--- src/rtl/adc_capture_seq.sv ---
// Multi-channel ADC capture sequencer: latches one frame per accepted din_valid,
// serialises the enabled channels into a word stream and frames it into records.
module adc_capture_seq #(
    parameter int NUM_CH = 4,
    parameter int DATA_W = 16,
    parameter int LEN_W  = 16
) (
    input  logic                     clk_i,
    input  logic                     rstn_i,
    input  logic                     start_i,
    input  logic                     stop_i,
    input  logic                     mode_cont_i,
    input  logic [NUM_CH-1:0]        ch_mask_i,
    input  logic [LEN_W-1:0]         rec_len_i,
    input  logic [NUM_CH*DATA_W-1:0] din_i,
    input  logic                     din_valid_i,
    input  logic                     full_i,
    output logic                     wr_en_o,
    output logic [DATA_W-1:0]        dout_o,
    output logic                     sof_o,
    output logic                     eof_o,
    output logic                     busy_o,
    output logic                     overflow_o,
    output logic [LEN_W-1:0]         rec_cnt_o
);
    localparam int IDX_W = (NUM_CH > 1) ? $clog2(NUM_CH) : 1;

    typedef enum logic [1:0] {IDLE, CAPTURE, DRAIN} state_t;

    state_t                     state_q, state_d;
    logic [NUM_CH-1:0]          mask_q, mask_d;
    logic [LEN_W-1:0]           len_q, len_d;
    logic                       cont_q, cont_d;
    logic [NUM_CH*DATA_W-1:0]   hold_q, hold_d;
    logic                       hold_first_q, hold_first_d;
    logic                       hold_last_q, hold_last_d;
    logic [NUM_CH-1:0]          pending_q, pending_d;
    logic [LEN_W-1:0]           frame_cnt_q, frame_cnt_d;
    logic [LEN_W-1:0]           rec_cnt_q, rec_cnt_d;
    logic                       stop_req_q, stop_req_d;
    logic                       overflow_q, overflow_d;
    logic                       wr_en_q, wr_en_d;
    logic [DATA_W-1:0]          dout_q, dout_d;
    logic                       sof_q, sof_d;
    logic                       eof_q, eof_d;

    logic                       use_hold;
    logic [NUM_CH-1:0]          src_mask, lowbit, rest_mask, pend_after_old;
    logic                       emit_old, emit_new, emit;
    logic                       rec_open, accept, drop, accept_last;
    logic                       src_first, src_last, word_first, word_last;
    logic                       eof_emit, stop_any, start_ok, restart;
    logic [IDX_W-1:0]           sel_idx;
    logic [DATA_W-1:0]          src_ch [NUM_CH];
    logic [DATA_W-1:0]          src_word;

    // With nothing pending, an accepted frame emits its first word straight from din.
    assign use_hold       = |pending_q;
    assign src_mask       = use_hold ? pending_q : mask_q;
    assign lowbit         = src_mask & (~src_mask + NUM_CH'(1));
    assign rest_mask      = src_mask & ~lowbit;
    assign emit_old       = use_hold & ~full_i;
    assign pend_after_old = emit_old ? rest_mask : pending_q;

    assign rec_open    = (frame_cnt_q != len_q);
    assign accept      = (state_q == CAPTURE) & din_valid_i & rec_open & (pend_after_old == '0);
    assign drop        = (state_q == CAPTURE) & din_valid_i & rec_open & (pend_after_old != '0);
    assign accept_last = ((frame_cnt_q + LEN_W'(1)) == len_q);
    assign emit_new    = ~use_hold & accept & ~full_i;
    assign emit        = emit_old | emit_new;

    assign src_first  = use_hold ? hold_first_q : (frame_cnt_q == '0);
    assign src_last   = use_hold ? hold_last_q : accept_last;
    assign word_first = use_hold ? (pending_q == mask_q) : 1'b1;
    assign word_last  = (rest_mask == '0);
    assign eof_emit   = emit & src_last & word_last;

    assign stop_any = stop_req_q | stop_i;
    assign start_ok = (state_q == IDLE) & start_i & (|ch_mask_i) & (|rec_len_i);
    assign restart  = eof_emit & cont_q & ~stop_any;

    for (genvar gi = 0; gi < NUM_CH; gi++) begin : g_src_ch
        assign src_ch[gi] = use_hold ? hold_q[gi*DATA_W +: DATA_W] : din_i[gi*DATA_W +: DATA_W];
    end

    always_comb begin
        sel_idx = '0;
        for (int i = NUM_CH - 1; i >= 0; i--) begin
            if (src_mask[i]) sel_idx = IDX_W'(i);
        end
    end

    assign src_word = src_ch[sel_idx];

    always_ff @(posedge clk_i or negedge rstn_i) begin
        if (!rstn_i) state_q <= IDLE;
        else         state_q <= state_d;
    end

    always_comb begin
        state_d = state_q;
        unique case (state_q)
            IDLE:    if (start_ok) state_d = CAPTURE;
            CAPTURE: begin
                if (eof_emit)                  state_d = restart ? CAPTURE : IDLE;
                else if (accept && accept_last) state_d = DRAIN;
            end
            DRAIN:   if (eof_emit) state_d = restart ? CAPTURE : IDLE;
            default: state_d = IDLE;
        endcase
    end

    always_comb begin
        wr_en_d = emit;
        dout_d  = emit ? src_word : dout_q;
        sof_d   = emit & src_first & word_first;
        eof_d   = eof_emit;
    end

    always_comb begin
        mask_d       = mask_q;
        len_d        = len_q;
        cont_d       = cont_q;
        hold_d       = hold_q;
        hold_first_d = hold_first_q;
        hold_last_d  = hold_last_q;
        pending_d    = pend_after_old;
        frame_cnt_d  = frame_cnt_q;
        rec_cnt_d    = rec_cnt_q;
        stop_req_d   = stop_req_q;
        overflow_d   = overflow_q;
        if (start_ok) begin
            mask_d      = ch_mask_i;
            len_d       = rec_len_i;
            cont_d      = mode_cont_i;
            frame_cnt_d = '0;
            rec_cnt_d   = '0;
            stop_req_d  = 1'b0;
            overflow_d  = 1'b0;
        end else begin
            if (state_q != IDLE && stop_i) stop_req_d = 1'b1;
            if (drop) overflow_d = 1'b1;
            if (accept) begin
                hold_d       = din_i;
                hold_first_d = (frame_cnt_q == '0);
                hold_last_d  = accept_last;
                pending_d    = emit_new ? (mask_q & ~lowbit) : mask_q;
                frame_cnt_d  = frame_cnt_q + LEN_W'(1);
            end
            if (eof_emit) begin
                rec_cnt_d = rec_cnt_q + LEN_W'(1);
                if (restart) frame_cnt_d = '0;
            end
        end
    end

    always_ff @(posedge clk_i or negedge rstn_i) begin
        if (!rstn_i) begin
            mask_q       <= '0;
            len_q        <= '0;
            cont_q       <= 1'b0;
            hold_q       <= '0;
            hold_first_q <= 1'b0;
            hold_last_q  <= 1'b0;
            pending_q    <= '0;
            frame_cnt_q  <= '0;
            rec_cnt_q    <= '0;
            stop_req_q   <= 1'b0;
            overflow_q   <= 1'b0;
            wr_en_q      <= 1'b0;
            dout_q       <= '0;
            sof_q        <= 1'b0;
            eof_q        <= 1'b0;
        end else begin
            mask_q       <= mask_d;
            len_q        <= len_d;
            cont_q       <= cont_d;
            hold_q       <= hold_d;
            hold_first_q <= hold_first_d;
            hold_last_q  <= hold_last_d;
            pending_q    <= pending_d;
            frame_cnt_q  <= frame_cnt_d;
            rec_cnt_q    <= rec_cnt_d;
            stop_req_q   <= stop_req_d;
            overflow_q   <= overflow_d;
            wr_en_q      <= wr_en_d;
            dout_q       <= dout_d;
            sof_q        <= sof_d;
            eof_q        <= eof_d;
        end
    end

    assign wr_en_o    = wr_en_q;
    assign dout_o     = dout_q;
    assign sof_o      = sof_q;
    assign eof_o      = eof_q;
    assign busy_o     = (state_q != IDLE);
    assign overflow_o = overflow_q;
    assign rec_cnt_o  = rec_cnt_q;

endmodule
--- config.mk ---
export PLATFORM = sky130hd
export DESIGN_NAME = adc_capture_seq
export DESIGN_NICKNAME = d
export VERILOG_FILES = /design/src/rtl/adc_capture_seq.sv
export SDC_FILE = /design/constraint.sdc
export NUM_CORES = 1
export LEC_CHECK = 0
export ABC_AREA = 1
export BUFFER_PORTS_ARGS = -buffer_cell sky130_fd_sc_hd__buf_2
export CORE_ASPECT_RATIO = 1.75
export CORE_MARGIN = 8
export CORE_UTILIZATION = 58
export CTS_CLUSTER_SIZE = 25
export DETAILED_ROUTE_END_ITERATION = 12
export GPL_TIMING_DRIVEN = 0
export MAX_ROUTING_LAYER = met4
export PLACE_DENSITY = 0.81
export SYNTH_ARGS = -nofsm -noshare
export SYNTH_HDL_FRONTEND = slang
export SYNTH_SLANG_ARGS = --single-unit
--- constraint.sdc ---
create_clock -name clk_i -period 3.2 [get_ports clk_i]
set_clock_uncertainty 0.2 [all_clocks]
set_input_delay 0.32 -clock clk_i [delete_from_list [all_inputs] [get_ports clk_i]]
set_output_delay 0.32 -clock clk_i [all_outputs]
set_load 0.01 [all_outputs]
==> flow_summary.yaml <==
min_path:
  whs_path_depth: 3
  hold_start: "din_i[27]"
  hp-class: "primary input to flip-flop"
  min_to: "hold_q[27]"
power:
  power.internal_mw: 5.65
  p_leak_nw: 5.21
  ir_worst_vdd_mv: 0.811
  switchingPower_mw: 5.33
  powerDensity_nw_per_um2: 1050
  clkPwrFrac_pct: 18.2
  combPwrFrac_pct: 52.5
  swShare_pct: 48.6
  p_seq_share_pct: 29.2
  p_total_mw: 11.0
sta:
  rsz0062_at_grt: "false"
  timing.hold.ws_ps: -2.38
  drv_slew: 0
  period_minus_slack_ps: 2930
  setup_viol: 0
  hold_violations: 1
  relSlewSlack_pct: 42.7
  fmax_ghz: 0.341
  tightestPinTransition_ps: 859
  min_period_over_period_pct: 91.7
synthesis:
  syn-cell-area_sq_um: 8310
  synth.distinct_cells: 45
  synth_seq_area_share_pct: 44.0
  ys_ff_latch: 146
  ys.warnings.count: 0
  synth_commonest_cells: "nand2_1 (318), inv_1 (149), dfrtp_1 (146)"
  syn-num-nets: 1203
  synth_area_leader_cell: "dfrtp_1"
  synth-edff-count: 0
  syn_avg_cell_area_sq_um: 7.49
  ys.flop_type: "dfrtp_1"
  syn_inst: 1109
  synth_top_cell_area_share_pct: 44.0
  ys_async_sr_fraction_pct: 100
  synthTopCellsByArea: "dfrtp_1 (44%), nand2_1 (14%), o21ai_0 (8.0%)"
  yosysMostFrequentCell: "nand2_1"
place:
  place.gp.congestion: 1.00
  placed_area_sq_um: 9200
  place_hpwl_mm: 19.4
  place.port_buffers: 127
routing:
  vias: 8574
  wire_per_inst_um: 17.7
  drtIter0Drc: 449
  vias_per_cell: 5.63
  firstDrtPassIters: 7
  drc: 0
  routed_wl_mm: 26.9
  drtAntennaViolNets: 0
floorplanning:
  ios: 128
  fp-row-count: 58
  die_area_sq_um: 18600
  die_h_um: 174
  start_util_pct: 58.4
  core_area_sq_um: 14200
  die_w_um: 106
clock_tree:
  h-tree-depth: 4
  clk_path_buf_depth: 2
  post_cts_buffers: 0
  clk_latency_ps: 430
  cts-root-buf: "clkbuf_16"
  cts_tree: "yes"
  cts_buffers: 17
  clk_pin_slew_ps: 70
  cts_num_sinks: 146
critical_path:
  end_kind: "flip-flop"
  cp-start-kind: "flip-flop"
  reg2reg_from: "frame_cnt_q[0]"
  timing.rr.end: "frame_cnt_q[5]"
  reg2reg_depth: 13
  cp_max_fo: 10
  critPathKind: "flip-flop to flip-flop"
  cp.required_ps: 3310
  r2r_slack_ps: 270
  critPathArrivalTime_ps: 3050
grt:
  grt_pass1_wl_mm: 43.5
  track_usage_pct: 30.4
  grt.overflow.total: 0
  grt_max_degree: 90
  grt_pass1_vias: 8784
  antenna_found_initial: 1
run:
  drv_cap: 0
final_layout:
  drive_gt1_share_pct: 16.3
  final_util_pct: 73.9
  syn_to_final_growth_pct: 26.5
  fin_nets: 1422
  final_area_sq_um: 10500
  fillers: 1097
run_status:
  violations: "hold timing"
  status: "finished with violations"
-- layout make-up --
cell class	count	area (sq um)	area share, %
Clock inverter	14	146	1.39
Timing Repair Buffer	200	1390	13.2
Tap cell	180	225	2.14
Inverter	155	582	5.54
Buffer	56	256	2.44
Multi-Input combinational cell	752	3810	36.3
Clock buffer	18	439	4.18
Sequential cell	146	3650	34.8
Antenna cell	1	2.50	0.0238
-- worst max-delay path, cell delays in order, from the launching register on --
cell     delay [ps]
dfrtp_1         420
inv_1           130
ha_1            340
xor2_1          150
nor2_1          120
nand3_1         120
nor3_1          370
nand4_1         190
nand2_2         150
nand3_2         220
nand2_1         160
inv_2           120
nand3_1         110
inv_1            40
-- per-stage QoR --
step | std cells | worst slack [ps] | setup TNS [ps] | hold slack (ps)
finish | 1522 | 265 | 0 | -2.38
global route | 1522 | 59.0 | 0 | 13.8
CTS | 1521 | 172 | 0 | 2.39
detailed placement | 1417 | 291 | 0 | 268
global placement | 1416 | -576 | -81510 | 256
floorplan | 1109 | 934 | 0 | -176
-- state kept, by name (all words and copies together), names as in the netlist, 2 cells and up --
name / flops
frame_cnt_q: 16
len_q: 16
state_q: 2
hold_q: 64
rec_cnt_o: 16
mask_q: 4
dout_o: 16
pending_q: 4
-- power groups by stage --
stage                     logic (mW)  clock network, mW  registers [mW]
after floorplan                 3.78                  0            3.14
after global placement          5.43                  0            3.18
after detailed placement        5.56                  0            3.20
after CTS                       5.67               2.01            3.19
after global routing            6.33               2.07            3.29
final                           5.77               2.00            3.21
-- routing by layer --
| metal | GRT usage [%] | part of all wire, % | up-vias |
|---|---|---|---|
| li1 | - | - | 4075 |
| met1 | 31.0 | 35 | 4021 |
| met2 | 53.2 | 54 | 367 |
| met3 | 4.23 | 5.3 | 111 |
| met4 | 19.1 | 5.7 | 0 |
| met5 | - | 0 | - |
-- worst max-delay path by stage --
stage / slack, ps / startpoint / to
final: 270 / frame_cnt_q[0] / frame_cnt_q[5]
after global placement: -580 / rstn_i / hold_q[44]
after detailed placement: 290 / rec_len_i[9] / rec_cnt_o[3]
after floorplan: 930 / frame_cnt_q[0] / frame_cnt_q[15]
after CTS: 170 / rec_len_i[9] / rec_cnt_o[3]
after global routing: 60 / frame_cnt_q[0] / hold_q[52]
-- cell families (layout without fill, tap and decap cells) --
kind of cell | after synthesis | after routing | share of synthesized area [%]
buffers and inverters | 211 | 443 | 10.1
DFF | 146 | 146 | 44.0
other | 0 | 1 | 0
AOI/OAI and AO/OA | 243 | 243 | 17.9
adders and majority gates | 3 | 3 | 0.452
xor gates and xnor gates | 23 | 23 | 2.43
and+or+nand+nor | 483 | 483 | 25.1
-- cell usage in the layout (no fill, tap or decap), types with 4 or more instances in the layout --
cell type	synthesis	routed
nor2_4	7	7
clkbuf_1	27	27
a31oi_1	17	17
xor2_1	16	16
inv_2	6	6
clkinv_4	0	4
inv_1	149	149
o21ai_0	132	132
inv_6	0	4
dfrtp_1	146	146
nand2_1	318	318
nor3_1	11	11
o21ai_1	4	4
nand3_1	59	59
a21oi_1	7	7
nand4_1	10	10
o211ai_1	66	66
nand2_2	5	5
buf_2	21	147
xnor2_1	7	7
clkbuf_16	0	17
dlygate4sd3_1	0	72
nor4_1	10	10
nor2_1	49	49
-- repair_timing --
item	CTS	global route
endpoints found under the hold margin	159	0
hold buffers	72	0
endpoints found under the setup margin	0	9
gates resized for setup	0	1
Power figures use the tool's default switching activity.
